==> config.mk <==
export PLATFORM = sky130hd
export DESIGN_NAME = array_rw_ctrl
export DESIGN_NICKNAME = d
export VERILOG_FILES = /design/src/rtl/array_rw_ctrl_pkg.sv /design/src/rtl/array_rw_ctrl_resp_fifo.sv /design/src/rtl/array_rw_ctrl.sv
export SDC_FILE = /design/constraint.sdc
export NUM_CORES = 1
export LEC_CHECK = 0
export BUFFER_PORTS_ARGS = -buffer_cell sky130_fd_sc_hd__buf_2
export CAP_MARGIN = 20
export CORE_AREA = 3 3 279 281
export CTS_BUF_LIST = sky130_fd_sc_hd__clkbuf_4 sky130_fd_sc_hd__clkbuf_8
export DETAILED_ROUTE_END_ITERATION = 6
export DIE_AREA = 0 0 282 284
export HOLD_SLACK_MARGIN = 0.15
export PLACE_DENSITY = 0.6
export SETUP_SLACK_MARGIN = 0.3
export SYNTH_ARGS = -nofsm -noshare
export SYNTH_HDL_FRONTEND = slang
export SYNTH_HIERARCHICAL = 1
export SYNTH_SLANG_ARGS = --single-unit
export TNS_END_PERCENT = 1
==> constraint.sdc <==
create_clock -name clock -period 33.4 [get_ports clock]
set_clock_uncertainty 0.05 [all_clocks]
set_input_delay 1.67 -clock clock [delete_from_list [all_inputs] [get_ports clock]]
set_output_delay 1.67 -clock clock [all_outputs]
set_load 0.03 [all_outputs]
==> src/rtl/array_rw_ctrl_pkg.sv <==
// Shared definitions for the array read/write controller.
//   - Default geometry of the SRAM array (entries, address width, lanes).
//   - Controller state encoding.
//   - Depth of the read-response FIFO, which also sets the number of read credits.
package array_rw_ctrl_pkg;

    localparam int DEPTH_DEF       = 256;
    localparam int ADDR_W_DEF      = 8;
    localparam int LANES_DEF       = 4;
    localparam int LANE_W_DEF      = 43;

    // Reads outstanding (in flight plus buffered) never exceed this.
    localparam int RESP_FIFO_DEPTH = 3;

    typedef enum logic {
        INIT = 1'b0,
        RUN  = 1'b1
    } state_t;

endpackage

==> src/rtl/array_rw_ctrl_resp_fifo.sv <==
// resp_fifo: small synchronous FIFO holding read responses.
// Ports:
//   clock, reset                - clock and synchronous active-high reset
//   in_valid/in_ready/in_data   - push side
//   out_valid/out_ready/out_data- pop side; out_data is the current head
//   count                       - current occupancy
// A push and a pop in the same cycle leave the occupancy unchanged.
module resp_fifo #(
    parameter int WIDTH = 8,
    parameter int DEPTH = 3
) (
    input  logic                         clock,
    input  logic                         reset,
    input  logic                         in_valid,
    output logic                         in_ready,
    input  logic [WIDTH-1:0]             in_data,
    output logic                         out_valid,
    input  logic                         out_ready,
    output logic [WIDTH-1:0]             out_data,
    output logic [$clog2(DEPTH+1)-1:0]   count
);

    localparam int PTR_W = (DEPTH > 1) ? $clog2(DEPTH) : 1;
    localparam int CNT_W = $clog2(DEPTH + 1);

    logic [WIDTH-1:0] mem [DEPTH];
    logic [PTR_W-1:0] wr_ptr_reg;
    logic [PTR_W-1:0] rd_ptr_reg;
    logic [CNT_W-1:0] count_reg;

    logic push;
    logic pop;

    // Pointers wrap explicitly because DEPTH need not be a power of two.
    function automatic logic [PTR_W-1:0] ptr_inc(input logic [PTR_W-1:0] ptr);
        if (ptr == PTR_W'(DEPTH - 1)) begin
            return '0;
        end
        return ptr + 1'b1;
    endfunction

    assign in_ready  = (count_reg < CNT_W'(DEPTH));
    assign out_valid = (count_reg != '0);
    assign out_data  = mem[rd_ptr_reg];
    assign count     = count_reg;

    assign push = in_valid && in_ready;
    assign pop  = out_valid && out_ready;

    // Storage carries no reset; only the pointers and occupancy matter.
    always_ff @(posedge clock) begin
        if (push) begin
            mem[wr_ptr_reg] <= in_data;
        end
    end

    always_ff @(posedge clock) begin
        if (reset) begin
            wr_ptr_reg <= '0;
            rd_ptr_reg <= '0;
            count_reg  <= '0;
        end else begin
            if (push) begin
                wr_ptr_reg <= ptr_inc(wr_ptr_reg);
            end
            if (pop) begin
                rd_ptr_reg <= ptr_inc(rd_ptr_reg);
            end
            case ({push, pop})
                2'b10:   count_reg <= count_reg + 1'b1;
                2'b01:   count_reg <= count_reg - 1'b1;
                default: count_reg <= count_reg;
            endcase
        end
    end

endmodule

==> src/rtl/array_rw_ctrl.sv <==
// array_rw_ctrl: front end for a single-port SRAM macro (1-cycle read latency,
// per-lane write mask).
// Ports:
//   clock, reset          - sole clock, synchronous active-high reset
//   req_valid/req_ready   - upstream request handshake
//   req_write, req_addr, req_wmask, req_wdata - request payload
//   resp_valid/resp_ready/resp_rdata          - read response stream
//   sram_en, sram_wmode, sram_addr, sram_wmask, sram_wdata, sram_rdata
//                         - SRAM macro port, driven combinationally
//   init_done             - high once the optional zero-fill has finished
// After reset the array is optionally zero-filled one entry per cycle (INIT),
// then requests are passed straight to the SRAM (RUN). Read data returning
// from the SRAM is buffered in a 3-entry FIFO; a credit check keeps the sum of
// buffered and in-flight reads within the FIFO capacity so it never overflows.
module array_rw_ctrl
    import array_rw_ctrl_pkg::*;
#(
    parameter int DEPTH     = DEPTH_DEF,
    parameter int ADDR_W    = ADDR_W_DEF,
    parameter int LANES     = LANES_DEF,
    parameter int LANE_W    = LANE_W_DEF,
    parameter int INIT_ZERO = 1
) (
    input  logic                      clock,
    input  logic                      reset,
    input  logic                      req_valid,
    output logic                      req_ready,
    input  logic                      req_write,
    input  logic [ADDR_W-1:0]         req_addr,
    input  logic [LANES-1:0]          req_wmask,
    input  logic [LANES*LANE_W-1:0]   req_wdata,
    output logic                      resp_valid,
    input  logic                      resp_ready,
    output logic [LANES*LANE_W-1:0]   resp_rdata,
    output logic                      sram_en,
    output logic                      sram_wmode,
    output logic [ADDR_W-1:0]         sram_addr,
    output logic [LANES-1:0]          sram_wmask,
    output logic [LANES*LANE_W-1:0]   sram_wdata,
    input  logic [LANES*LANE_W-1:0]   sram_rdata,
    output logic                      init_done
);

    localparam int DATA_W = LANES * LANE_W;
    localparam int CNT_W  = $clog2(RESP_FIFO_DEPTH + 1);
    localparam logic [ADDR_W-1:0] LAST_ADDR = ADDR_W'(DEPTH - 1);
    localparam state_t RESET_STATE = (INIT_ZERO != 0) ? INIT : RUN;

    state_t            state_reg;
    state_t            state_next;
    logic [ADDR_W-1:0] init_cnt_reg;
    logic [ADDR_W-1:0] init_cnt_next;
    logic              inflight_reg;
    logic              inflight_next;

    logic              fifo_in_ready;
    logic              fifo_out_valid;
    logic [CNT_W-1:0]  fifo_count;
    logic [CNT_W:0]    pending;
    logic              credit_ok;
    logic              accept;

    // Credits depend only on registered state, so req_ready never combines
    // with req_valid or resp_ready. A read accepted now lands in the FIFO at
    // the end of the next cycle, hence in-flight reads count as occupied.
    assign pending   = {1'b0, fifo_count} + {{CNT_W{1'b0}}, inflight_reg};
    assign credit_ok = fifo_in_ready && (pending < (CNT_W + 1)'(RESP_FIFO_DEPTH));

    // Writes share the same credit gate so they cannot overtake stalled reads.
    assign req_ready = !reset && (state_reg == RUN) && credit_ok;
    assign accept    = req_valid && req_ready;

    assign init_done  = !reset && (state_reg == RUN);
    assign resp_valid = !reset && fifo_out_valid;

    always_comb begin
        state_next    = state_reg;
        init_cnt_next = init_cnt_reg;
        inflight_next = 1'b0;
        sram_en       = 1'b0;
        sram_wmode    = 1'b0;
        sram_addr     = req_addr;
        sram_wmask    = req_wmask;
        sram_wdata    = req_wdata;

        case (state_reg)
            INIT: begin
                sram_en       = 1'b1;
                sram_wmode    = 1'b1;
                sram_addr     = init_cnt_reg;
                sram_wmask    = '1;
                sram_wdata    = '0;
                init_cnt_next = init_cnt_reg + 1'b1;
                if (init_cnt_reg == LAST_ADDR) begin
                    state_next = RUN;
                end
            end
            RUN: begin
                if (accept) begin
                    if (req_write) begin
                        // An all-zero mask is consumed without touching the SRAM.
                        sram_en    = |req_wmask;
                        sram_wmode = 1'b1;
                    end else begin
                        sram_en       = 1'b1;
                        inflight_next = 1'b1;
                    end
                end
            end
            default: begin
                state_next = RESET_STATE;
            end
        endcase

        if (reset) begin
            sram_en = 1'b0;
        end
    end

    always_ff @(posedge clock) begin
        if (reset) begin
            state_reg    <= RESET_STATE;
            init_cnt_reg <= '0;
            inflight_reg <= 1'b0;
        end else begin
            state_reg    <= state_next;
            init_cnt_reg <= init_cnt_next;
            inflight_reg <= inflight_next;
        end
    end

    resp_fifo #(
        .WIDTH (DATA_W),
        .DEPTH (RESP_FIFO_DEPTH)
    ) u_resp_fifo (
        .clock     (clock),
        .reset     (reset),
        .in_valid  (inflight_reg),
        .in_ready  (fifo_in_ready),
        .in_data   (sram_rdata),
        .out_valid (fifo_out_valid),
        .out_ready (resp_ready),
        .out_data  (resp_rdata),
        .count     (fifo_count)
    );

endmodule

==> results.md, run 1 <==
STA:
- The post-route clock period utilization is 16.9%.
- The worst relative slew slack is between 20% and 30%.
- The final sum of negative setup slack is 0 ns.
- For the pin with the worst max-slew slack, the measured transition is 1.12 ns.
- The highest clock rate is 178 MHz.
- Final hold analysis gives a worst-case slack of ~0.43 ns.
- Setup violations remaining at the end of the flow were counted as 0.
- Setup repair after global routing left no endpoint under its margin.
- The clock period minus final worst setup slack is 5.63 ns.
- The total count of hold-check failures in the final report is 0.
- The number of max-slew violations in the final report is 0.

Clocking:
- TritonCTS built the clock tree.
- The later pin in the worst-skew pair is clocked with a latency of 0.64 ns.
- In this run, post-CTS hold repair placed 0 buffers.
- The largest buffer count on any clock path is 3.
- For this design, the sink count on the clock tree is 534.
- The clock transition at the registers of the reported paths is 0.05 ns.
- The number of clock buffers inserted by TritonCTS is 91.
- The H-tree generated during clock tree synthesis spans 3 levels.
- In this run the post-CTS setup repair buffer count came out at 0.
- The number of gates resized after CTS was 0.
- The cell at the root of the clock tree is sky130_fd_sc_hd__clkbuf_8.

Power:
- For this design the static power due to leakage is 10.3 nW.
- The worst IR drop on VDD is 0.0242 mV.
- For this design the ratio of total power to cell area is 49.1 nW/um^2.

Finish:
- In the final design database the tool counted 2,499 nets.
- The register with the most flip-flops in the layout has 516 of them.
- The layout cell share with drive strength beyond 1 is about two fifths.
- Relative to the synthesized area, the layout overhead comes to 30.8%.

Global route:
- For this run the aggregate overflow at the end of global routing stands at 0.
- The maximum number of pins on one net before global-route repair is 96.
- The initial antenna violation count is 32.
- The via count of the first global-routing pass is ~15,000.
- The total global routing track utilization is 18.7%.
- The first-pass GRT wire length is 108,000 um.

Yosys:
- The cell count after synthesis is 1,383.
- The cell area that synthesis handed to floorplanning was 21,100 sq um.
- The yosys synthesis warning count is 6.
- The most used flip-flop cell after synthesis is sky130_fd_sc_hd__edfxtp_1.
- The number of flip-flops and latches in the synthesized netlist is 534.
- The number of distinct library cell variants in the gate-level netlist after synthesis is 38.
- In the synthesized netlist the async set-or-reset flop fraction comes to 0%.
- The sequential cell area fraction in the yosys report is 75.1%.
- The average instance in the mapped netlist occupies 15.3 sq um.
- The number of enable flip-flop cells after synthesis is 516.
- The number of nets produced by synthesis is between 1,500 and 2,000.

Floorplan:
- The total area inside the core boundary comes to 75,700 sq um.
- The floorplan step defined a die boundary enclosing between 80,000 and 90,000 sq um.
- During I/O placement, the number of pins put on the boundary was 722.
- The number of placement rows is 101.
- Once the floorplan was initialized, standard cells occupied 27.9% of the core.
- From bottom edge to top edge, the die measures 284 um.
- The die outline width is 282 um.

Routing:
- The routed layout has 14,500 vias.
- The final layout contains routed wiring with a total length of 76,800 um.
- The average wire per cell in the routed design is roughly 24 um.
- The uppermost layer routed is met5.
- After detailed routing, the number of vias per cell comes to 4.52.
- The first-pass detailed-route iteration total is 5.
- The detailed router's first-iteration violation count is 930.
- The routed design uses approximately 40,000 um of met2 wire.
- The routed length on met3 is 6240 um.
- The routed length on met1 is 26,100 um.
- The count of unresolved DRC violations after routing is 0.
- The residual antenna-violating net count after detailed routing is 0.

Worst hold path:
- The class of the worst hold path is flop to flop.

Critical path:
- STA puts the critical path data required time at 31.68 ns.
- The startpoint type of the worst setup path is a flop.
- Data arrives at the worst endpoint at around 3.9 ns.
- The start-to-end type of the worst setup path is flop to output pin.
- The worst setup path is captured at an output pin.
- Of all nets on the critical path, the largest fanout is 95.

Place:
- The HPWL after detailed placement is 58,800 um.
- The count of buffers added on input and output ports is 721.
- The global placer's final weighted congestion is 0.953.

Run status:
- The flow ran to the end, and the final reports show no timing, DRC or antenna violations.

Flow run:
- The tool flagged a number of max-cap violations equal to 0.
[cell type report]
type                            instances  area [sq um]
Timing Repair Buffer                  737          3730
Fill cell                            7354         48100
Sequential cell                       534         15900
Tap cell                              978          1220
Clock inverter                         45           364
Multi-Input combinational cell        767          4890
Clock buffer                          121          1480
Antenna cell                           12          30.0
Inverter                                3          16.3
[synthesized netlist by cell type (all sizes together) (7+ instances only)]
cell    instances  area share, %
nand2         177            3.1
or3             7           0.21
mux2i         173            8.2
edfxtp        516             73
buf            28           0.82
clkbuf         51           0.91
and2          173            5.1
a21oi           9           0.21
o21ai         178            4.2
nor2            8           0.14
mux2            8           0.43
dfxtp          18            1.7
[per-stage QoR]
step | power [W] | cell area, sq um | utilization [%] | instances | setup slack [ns]
floorplan | 0.000751 | 21100 | - | 1383 | 19.39
global placement | 0.000777 | 25700 | 34.0 | 3019 | 28.49
detailed placement | 0.000779 | 25700 | 34.0 | 3019 | 28.39
CTS | 0.00138 | 27600 | 36.4 | 3185 | 27.64
global route | 0.00141 | 27600 | 36.5 | 3193 | 27.33
finish | 0.00136 | 27600 | 36.5 | 3197 | 27.77
[where the power goes]
| part | internal [W] | switching [W] |
|---|---|---|
| logic | 0.0000158 | 0.0000147 |
| registers | 0.000734 | 0.000000590 |
| clock network | 0.000330 | 0.000261 |
| total | 0.00108 | 0.000276 |
[placed cells by master, fill, tap and decap left out, types with 16 or more instances in the layout]
master	n
sky130_fd_sc_hd__clkinv_1	22
sky130_fd_sc_hd__nand2_1	177
sky130_fd_sc_hd__clkbuf_4	29
sky130_fd_sc_hd__and2_1	173
sky130_fd_sc_hd__clkbuf_8	92
sky130_fd_sc_hd__edfxtp_1	516
sky130_fd_sc_hd__o21ai_1	174
sky130_fd_sc_hd__mux2i_1	173
sky130_fd_sc_hd__buf_4	16
sky130_fd_sc_hd__buf_2	721
[metal layers]
layer | up-vias | track usage (%)
met5 | - | 1.04
met4 | 16 | 11.1
met3 | 191 | 6.05
met2 | 636 | 33.2
li1 | 6602 | -
met1 | 7014 | 19.0
[critical path: stages (launching register included)]
cell                      delay [ns]
sky130_fd_sc_hd__dfxtp_4        0.94
sky130_fd_sc_hd__buf_4          0.84
sky130_fd_sc_hd__buf_4          0.81
sky130_fd_sc_hd__nand2_1        0.14
sky130_fd_sc_hd__o21ai_1        0.14
sky130_fd_sc_hd__buf_2          0.23
[path summary, 6_finish.rpt]
| path | from | endpoint | slack [ns] | depth (start not counted) |
|---|---|---|---|---|
| worst max register to register | u_resp_fifo/count[0] | u_resp_fifo/mem[1][54] | 30.34 | 4 |
| worst max-delay path | flop | resp_rdata[166] | 27.77 | 5 |
| worst min-delay path | u_resp_fifo/rd_ptr_reg[1] | flop | 0.43 | 2 |
| worst min register to register | u_resp_fifo/rd_ptr_reg[1] | flop | 0.43 | 2 |
[logic make-up (layout without fill, tap and decap cells)]
family	after synthesis	count (layout)	share of synthesized area (%)
DFF	534	534	75.1
other	0	12	0
AOI/OAI and AO/OA	191	191	4.64
buffers and inverters	82	906	1.78
and+or+nand+nor	385	385	9.35
adders and majority gates	4	4	0.237
xor gates and xnor gates	6	6	0.249
muxes	181	181	8.63
(Power assumes the default switching activity.)
==> run 2, diff against run 1 <==
Clock period 33.4 ns to 5.6 ns, I/O delays scaled along.
==> run 2 against run 1 <==
Die area unchanged; combinational power rose to 11 times the previous value; sequential power rose to 6.0 times the previous value; largest power group unchanged.
==> results.md, run 2 (synthesized netlist as in run 1, its figures left out) <==
Run status:
- Result of the run: complete, no violations (unchanged).

Clocking:
- The number of hold buffers added after cts was 176 (was 0).
- The cell at the root of the clock tree is sky130_fd_sc_hd__clkbuf_8 (unchanged).
- The number of gates resized after CTS came to 0 (unchanged).
- The largest buffer count on any clock path is 3 (unchanged).
- The clock transition at the registers of the reported paths was 0.06 ns (was 0.05 ns).
- The latest clock arrival within the worst-skew pair is 0.64 ns (about the same).
- The number of clock buffers inserted by TritonCTS was 91 (unchanged).
- The clock net sink count is 534 (unchanged).
- The buffer count from post-CTS setup fixing came to 0 (unchanged).
- The CTS tree was done (unchanged).
- The number of H-tree branching levels is 3 (unchanged).

Place:
- The instance area after placement was 25,800 sq um (was 25,700 sq um).
- The pre-CTS setup slack is 2.74 ns (was 28.39 ns).
- The global placer's final weighted congestion is 1.37 (was 0.953).
- The HPWL after detailed placement came to 64,100 um (was 58,800 um).
- The port buffer count was 721 (unchanged).

Critical path:
- The slowest stage cell on the critical path is sky130_fd_sc_hd__buf_4 (was sky130_fd_sc_hd__dfxtp_4).
- The startpoint type of the worst setup path is a flop (unchanged).
- The start-to-end type of the worst setup path is flop to output pin (unchanged).
- The element type at the critical path end is an output pin (unchanged).
- The cell class contributing the biggest share of worst-path delay is buffers and inverters (unchanged).
- Chain of cells forming the critical path: buf_4 -> mux2i_1 -> o21ai_1 -> buf_2 (was buf_4 -> buf_4 -> nand2_1 -> o21ai_1 -> buf_2).
- The number of buffers and inverters on the critical path is 2 (was 3).
- The maximum net fanout on the critical path is 59 (was 95).
- The arrival time reported for the critical path endpoint is 3.07 ns (was 3.91 ns).
- The peak per-stage delay on the critical path came to 0.89 ns (was 0.94 ns).
- The worst path required time is 5.27 ns (was 31.68 ns).

Routing:
- The first-pass detailed-route iteration total is 5 (unchanged).
- The via density per instance came to 4.55 (was 4.52).
- The count of unresolved DRC violations after routing is 0 (unchanged).
- The via count of the routed design came to 15,400 (was 14,500).
- The total routed wirelength is 85,600 um (was 76,800 um).
- The average wire per cell in the routed design is 25.2 um (was 24.0 um).
- The detailed router's first-iteration violation count is 996 (was 930).
- The residual antenna-violating net count after detailed routing is 0 (unchanged).

STA:
- The number of max-slew violations in the final report came to 0 (unchanged).
- The total count of hold-check failures in the final report is 0 (unchanged).
- The worst relative slew slack was 24.4% (was 25.0%).
- Unrepaired setup endpoints after global routing: false (unchanged).
- The highest clock rate is just under 300 MHz.
- The smallest clock period supported by the final layout is computed as 3.40 ns.
- The actual transition at the worst max-transition pin is 1.13 ns (was 1.12 ns).
- The final worst setup slack is 2.20 ns (was 27.77 ns).
- The final sum of negative setup slack is 0 ns (unchanged).
- The setup-violating endpoint count in the final report was 0 (unchanged).
- The post-route clock period utilization is 60.6%.

Global route:
- The initial antenna violation count is 45 (was 32).
- The overflow left after global routing is 0 (unchanged).
- The first-pass GRT wire length came to 118,000 um (was 108,000 um).
- The maximum number of pins on one net before global-route repair was 207 (was 96).
- The total global routing track utilization is 20.9% (was 18.7%).
- The via count of the first global-routing pass was 16,000 (was 15,100).

Floorplan:
- The vertical die dimension is 284 um (unchanged).
- The top-level port count came to 722 (unchanged).
- The core region area came to 75,700 sq um (unchanged).
- The die outline width is 282 um (unchanged).
- The initial core utilization is 27.9% (unchanged).
- The overall die area is 80,100 sq um (unchanged).
- The number of placement rows came to 101 (unchanged).

Finish:
- The most common library cell in the layout ignoring fill and taps is sky130_fd_sc_hd__buf_2 (unchanged).
- The post-route cell area is 29,400 sq um (was 27,600 sq um).
- The layout cell share with drive strength beyond 1 is 37.8% (was 40.8%).
- Most frequent cells in the layout: sky130_fd_sc_hd__buf_2, sky130_fd_sc_hd__edfxtp_1, sky130_fd_sc_hd__nand2_1 (unchanged).
- The number of flip-flops in the largest register came to 516 (unchanged).
- The post-synthesis to final-layout area growth was 39.3% (was 30.8%).
- The number of nets in the final layout is 2,671 (was 2,499).

Power:
- The worst IR drop on VDD is 0.137 mV (was 0.0242 mV).
- The areal power density over the cells is 274 nW/um^2 (was 49.1 nW/um^2).
- The leakage power came to 11.0 nW (was 10.3 nW).

Flow run:
- The max capacitance violation total was 0 (unchanged).

Worst hold path:
- The class of the worst hold path is input pin to flop (was flop to flop).
[run 2: cell types whose count changed in the layout (fill, tap and decap cells not counted), sizes merged, moves of 2 or more]
cell / before / now
diode: 12 / 39
dlygate4sd3: 0 / 176
bufinv: 5 / 1
buf: 737 / 733
clkinv: 34 / 24
clkinvlp: 3 / 1
clkbuf: 121 / 131
[run 2: cell type report]
class / instances / area, sq um
Clock inverter: 30 / 176
Antenna cell: 39 / 97.6
Sequential cell: 534 / 15900
Inverter: 3 / 16.3
Multi-Input combinational cell: 767 / 4900
Clock buffer: 131 / 1570
Fill cell: 7203 / 46300
Tap cell: 978 / 1220
Timing Repair Buffer: 909 / 5540
[run 2: through the flow]
| step | cells | total power [W] | hold slack [ns] | utilization (%) |
|---|---|---|---|---|
| 4_1_cts | 3351 | 0.00818 | 0.213 | 38.7 |
| 5_1_grt | 3375 | 0.00838 | 0.260 | 38.8 |
| 6_report | 3391 | 0.00806 | 0.310 | 38.8 |
| 3_5_place_dp | 3014 | 0.00468 | 0.426 | 34.0 |
| 2_1_floorplan | 1383 | 0.00448 | 0.295 | - |
| 3_3_place_gp | 3014 | 0.00467 | 0.418 | 34.0 |
[run 2: worst paths after layout]
path	startpoint	to	slack [ns]	depth (start not counted)
setup reg to reg	u_resp_fifo/count[1]	u_resp_fifo/mem[0][151]	2.79	4
hold / removal	sram_rdata[117]	u_resp_fifo/mem[0][117]	0.31	2
setup / recovery	flop	resp_rdata[55]	2.20	4
hold reg to reg	u_resp_fifo/rd_ptr_reg[1]	flop	0.44	2
[run 2: metal layers]
layer  track usage [%]  share of wire (%)
met5                 0               0.10
met4              18.3                 10
met3              5.29                6.6
met2              36.5                 50
met1              20.3                 33
[run 2: where the power goes]
part | internal (W) | total, W | switching, W | leakage, nW
logic | 0.000176 | 0.000331 | 0.000155 | 5.29
clock network | 0.00185 | 0.00335 | 0.00150 | 0.936
registers | 0.00438 | 0.00438 | 0.00000312 | 4.78
total | 0.00640 | 0.00806 | 0.00166 | 11.0
==> run 3, diff against run 2 <==
Settings changed: PLACE_DENSITY 0.6 to 0.62.
Clock period 5.6 ns to 3.1 ns, I/O delays scaled along.
==> run 3 against run 2 <==
Combinational power increased by 87%; final cell count increased by 1.6%; setup slack worse by 1.8 ns; routed wire length shrank 8.4%; clock power up 73%; utilization up 1.2 points; largest power group unchanged; global-route usage is 1.9 points lower; worst hold slack worse by 0.12 ns; register-to-register slack worse by 1.9 ns; sequential share of layout area down 1.6 points; power up 78%; sequential cell count unchanged.
==> results.md, run 3 (synthesized netlist as in run 1, its figures left out) <==
Run status:
- Result of the run: complete, no violations (unchanged).

Clocking:
- The clock transition at the registers of the reported paths was 0.05 ns (was 0.06 ns).
- The number of H-tree branching levels was 3 (unchanged).
- The CTS tree is done (unchanged).
- The latest clock arrival within the worst-skew pair is 0.64 ns (about the same).
- The cell at the root of the clock tree is sky130_fd_sc_hd__clkbuf_8 (unchanged).
- The clock net sink count is 534 (unchanged).
- The number of clock buffers inserted by TritonCTS is 88 (was 91).
- The largest buffer count on any clock path was 3 (unchanged).

Floorplan:
- The top-level port count is 722 (unchanged).
- The vertical die dimension is 284 um (unchanged).
- The core region area is 75,700 sq um (unchanged).
- The overall die area was 80,100 sq um (unchanged).
- The number of placement rows is 101 (unchanged).
- The die outline width is 282 um (unchanged).
- The initial core utilization is 27.9% (unchanged).

Finish:
- Most frequent cells in the layout: sky130_fd_sc_hd__buf_2, sky130_fd_sc_hd__edfxtp_1, sky130_fd_sc_hd__dlygate4sd3_1 (was sky130_fd_sc_hd__buf_2, sky130_fd_sc_hd__edfxtp_1, sky130_fd_sc_hd__nand2_1).
- The sequential cell area is 15,900 sq um (unchanged).
- The post-synthesis to final-layout area growth is 43.4% (was 39.3%).
- The number of nets in the final layout is 2,763 (was 2,671).
- The layout cell share with drive strength beyond 1 is 36.7% (was 37.8%).
- The post-route cell area was 30,300 sq um (was 29,400 sq um).
- The number of fill cells is 7,047 (was 7,203).
- The most common library cell in the layout ignoring fill and taps is sky130_fd_sc_hd__buf_2 (unchanged).
- The number of flip-flops in the largest register is 516 (unchanged).
- The area occupied by multi-input gates is 4900 sq um (unchanged).

STA:
- The total count of hold-check failures in the final report was 0 (unchanged).
- The clock period minus final worst setup slack is 2.67 ns.
- The actual transition at the worst max-transition pin is 0.857 ns (was 1.13 ns).
- The setup-violating endpoint count in the final report came to 0 (unchanged).
- After layout, the worst path uses 86.2% of the clock period.
- The worst-case hold slack was 0.193 ns (was 0.310 ns).
- Timing would allow up to approximately 370 MHz.
- The number of max-slew violations in the final report is 0 (unchanged).
- Unrepaired setup endpoints after global routing: true (was false).
- The worst relative slew slack is 42.9% (was 24.4%).

Routing:
- The detailed router's first-iteration violation count is 793 (was 996).
- The via count of the routed design is 15,400 (about the same).
- The residual antenna-violating net count after detailed routing came to 0 (unchanged).
- The average wire per cell in the routed design is 22.8 um (was 25.2 um).
- The via density per instance is 4.46 (was 4.55).
- The total routed wirelength was 78,400 um (was 85,600 um).
- The first-pass detailed-route iteration total is 4 (was 5).
- The count of unresolved DRC violations after routing is 0 (unchanged).

Power:
- The total design power came to 0.0143 W (was 0.00806 W).
- The areal power density over the cells is 473 nW/um^2 (was 274 nW/um^2).
- The worst IR drop on VDD is 0.235 mV (was 0.137 mV).
- The leakage power came to 11.4 nW (was 11.0 nW).

Global route:
- The total global routing track utilization came to 19.0% (was 20.9%).
- The initial antenna violation count came to 23 (was 45).
- The maximum number of pins on one net before global-route repair is 148 (was 207).
- The overflow left after global routing is 0 (unchanged).
- The via count of the first global-routing pass is 16,300 (was 16,000).
- The first-pass GRT wire length came to 111,000 um (was 118,000 um).

Place:
- The port buffer count is 721 (unchanged).
- The global placer's final weighted congestion is 0.969 (was 1.37).
- The instance area after placement is 26,000 sq um (was 25,800 sq um).
- The HPWL after detailed placement was 58,000 um (was 64,100 um).

Worst hold path:
- The cell depth of the worst hold path is 2 (unchanged).
- The class of the worst hold path is input pin to flop (unchanged).

Critical path:
- The arrival time reported for the critical path endpoint was 2.47 ns (was 3.07 ns).
- The cell depth of the worst flop-to-flop path was 4 (unchanged).
- The maximum net fanout on the critical path is 7 (was 59).
- The element type at the critical path end is an output pin (unchanged).
- The worst path required time is 2.89 ns (was 5.27 ns).
- The start-to-end type of the worst setup path is flop to output pin (unchanged).
- The startpoint type of the worst setup path is a flop (unchanged).
- The reg-to-reg setup timing slack is 0.91 ns (was 2.79 ns).

Flow run:
- The max capacitance violation total is 0 (unchanged).
## run 3: worst max-delay path: stages (launching register included)
cell and delay (ns):
sky130_fd_sc_hd__dfxtp_2 0.36, sky130_fd_sc_hd__ha_1 0.19, sky130_fd_sc_hd__ha_1 0.29, sky130_fd_sc_hd__a21oi_1 0.21, sky130_fd_sc_hd__nand4_2 0.25, sky130_fd_sc_hd__a211oi_2 0.32, sky130_fd_sc_hd__buf_4 0.20
## run 3: per-stage QoR
step	setup slack (ns)	TNS [ns]	std cells	utilization (%)
after detailed placement	0.925	0	3028	34.4
after floorplan	-2.34	-1102.66	1383	-
after CTS	0.308	0	3436	39.9
after global routing	0.290	0	3441	40.0
final	0.426	0	3445	40.0
after global placement	0.933	0	3028	34.4
## run 3: final cells by class
type	count	share of cell area [%]
multi-input cells	767	16.2
clock buffers	117	4.76
clock inverters	34	0.674
repair buffers	1004	21.8
diodes	8	0.0661
inverters	3	0.0537
well taps	978	4.04
flip-flops and latches	534	52.4
## run 3: path summary, 6_finish.rpt
check,start,to
min,sram_rdata[34],u_resp_fifo/mem[0][34]
min reg2reg,u_resp_fifo/rd_ptr_reg[1],flop
max,u_resp_fifo/count[0],sram_en
max reg2reg,u_resp_fifo/count[1],u_resp_fifo/mem[0][20]
## run 3: metal layers
layer / up-vias / track usage [%] / wire, um
met3: 148 / 4.78 / 4820
met1: 7462 / 19.2 / 27000
met4: 18 / 9.29 / 3740
met2: 604 / 35.9 / 42700
li1: 7131 / - / -
met5: - / 0 / 115
## run 3: power by group
group / total, W / internal (W) / switching [W]
combinational: 0.000620 / 0.000384 / 0.000236
sequential: 0.00791 / 0.00791 / 0.00000649
clock: 0.00580 / 0.00310 / 0.00269
total: 0.0143 / 0.0114 / 0.00294
## run 3: repair_timing
action	4_1_cts	5_1_grt
hold buffers	257	0
endpoints found under the setup margin	1	9
hold endpoints to repair	534	0
pin swaps	1	0
resized for setup	1	0
setup buffers	0	1
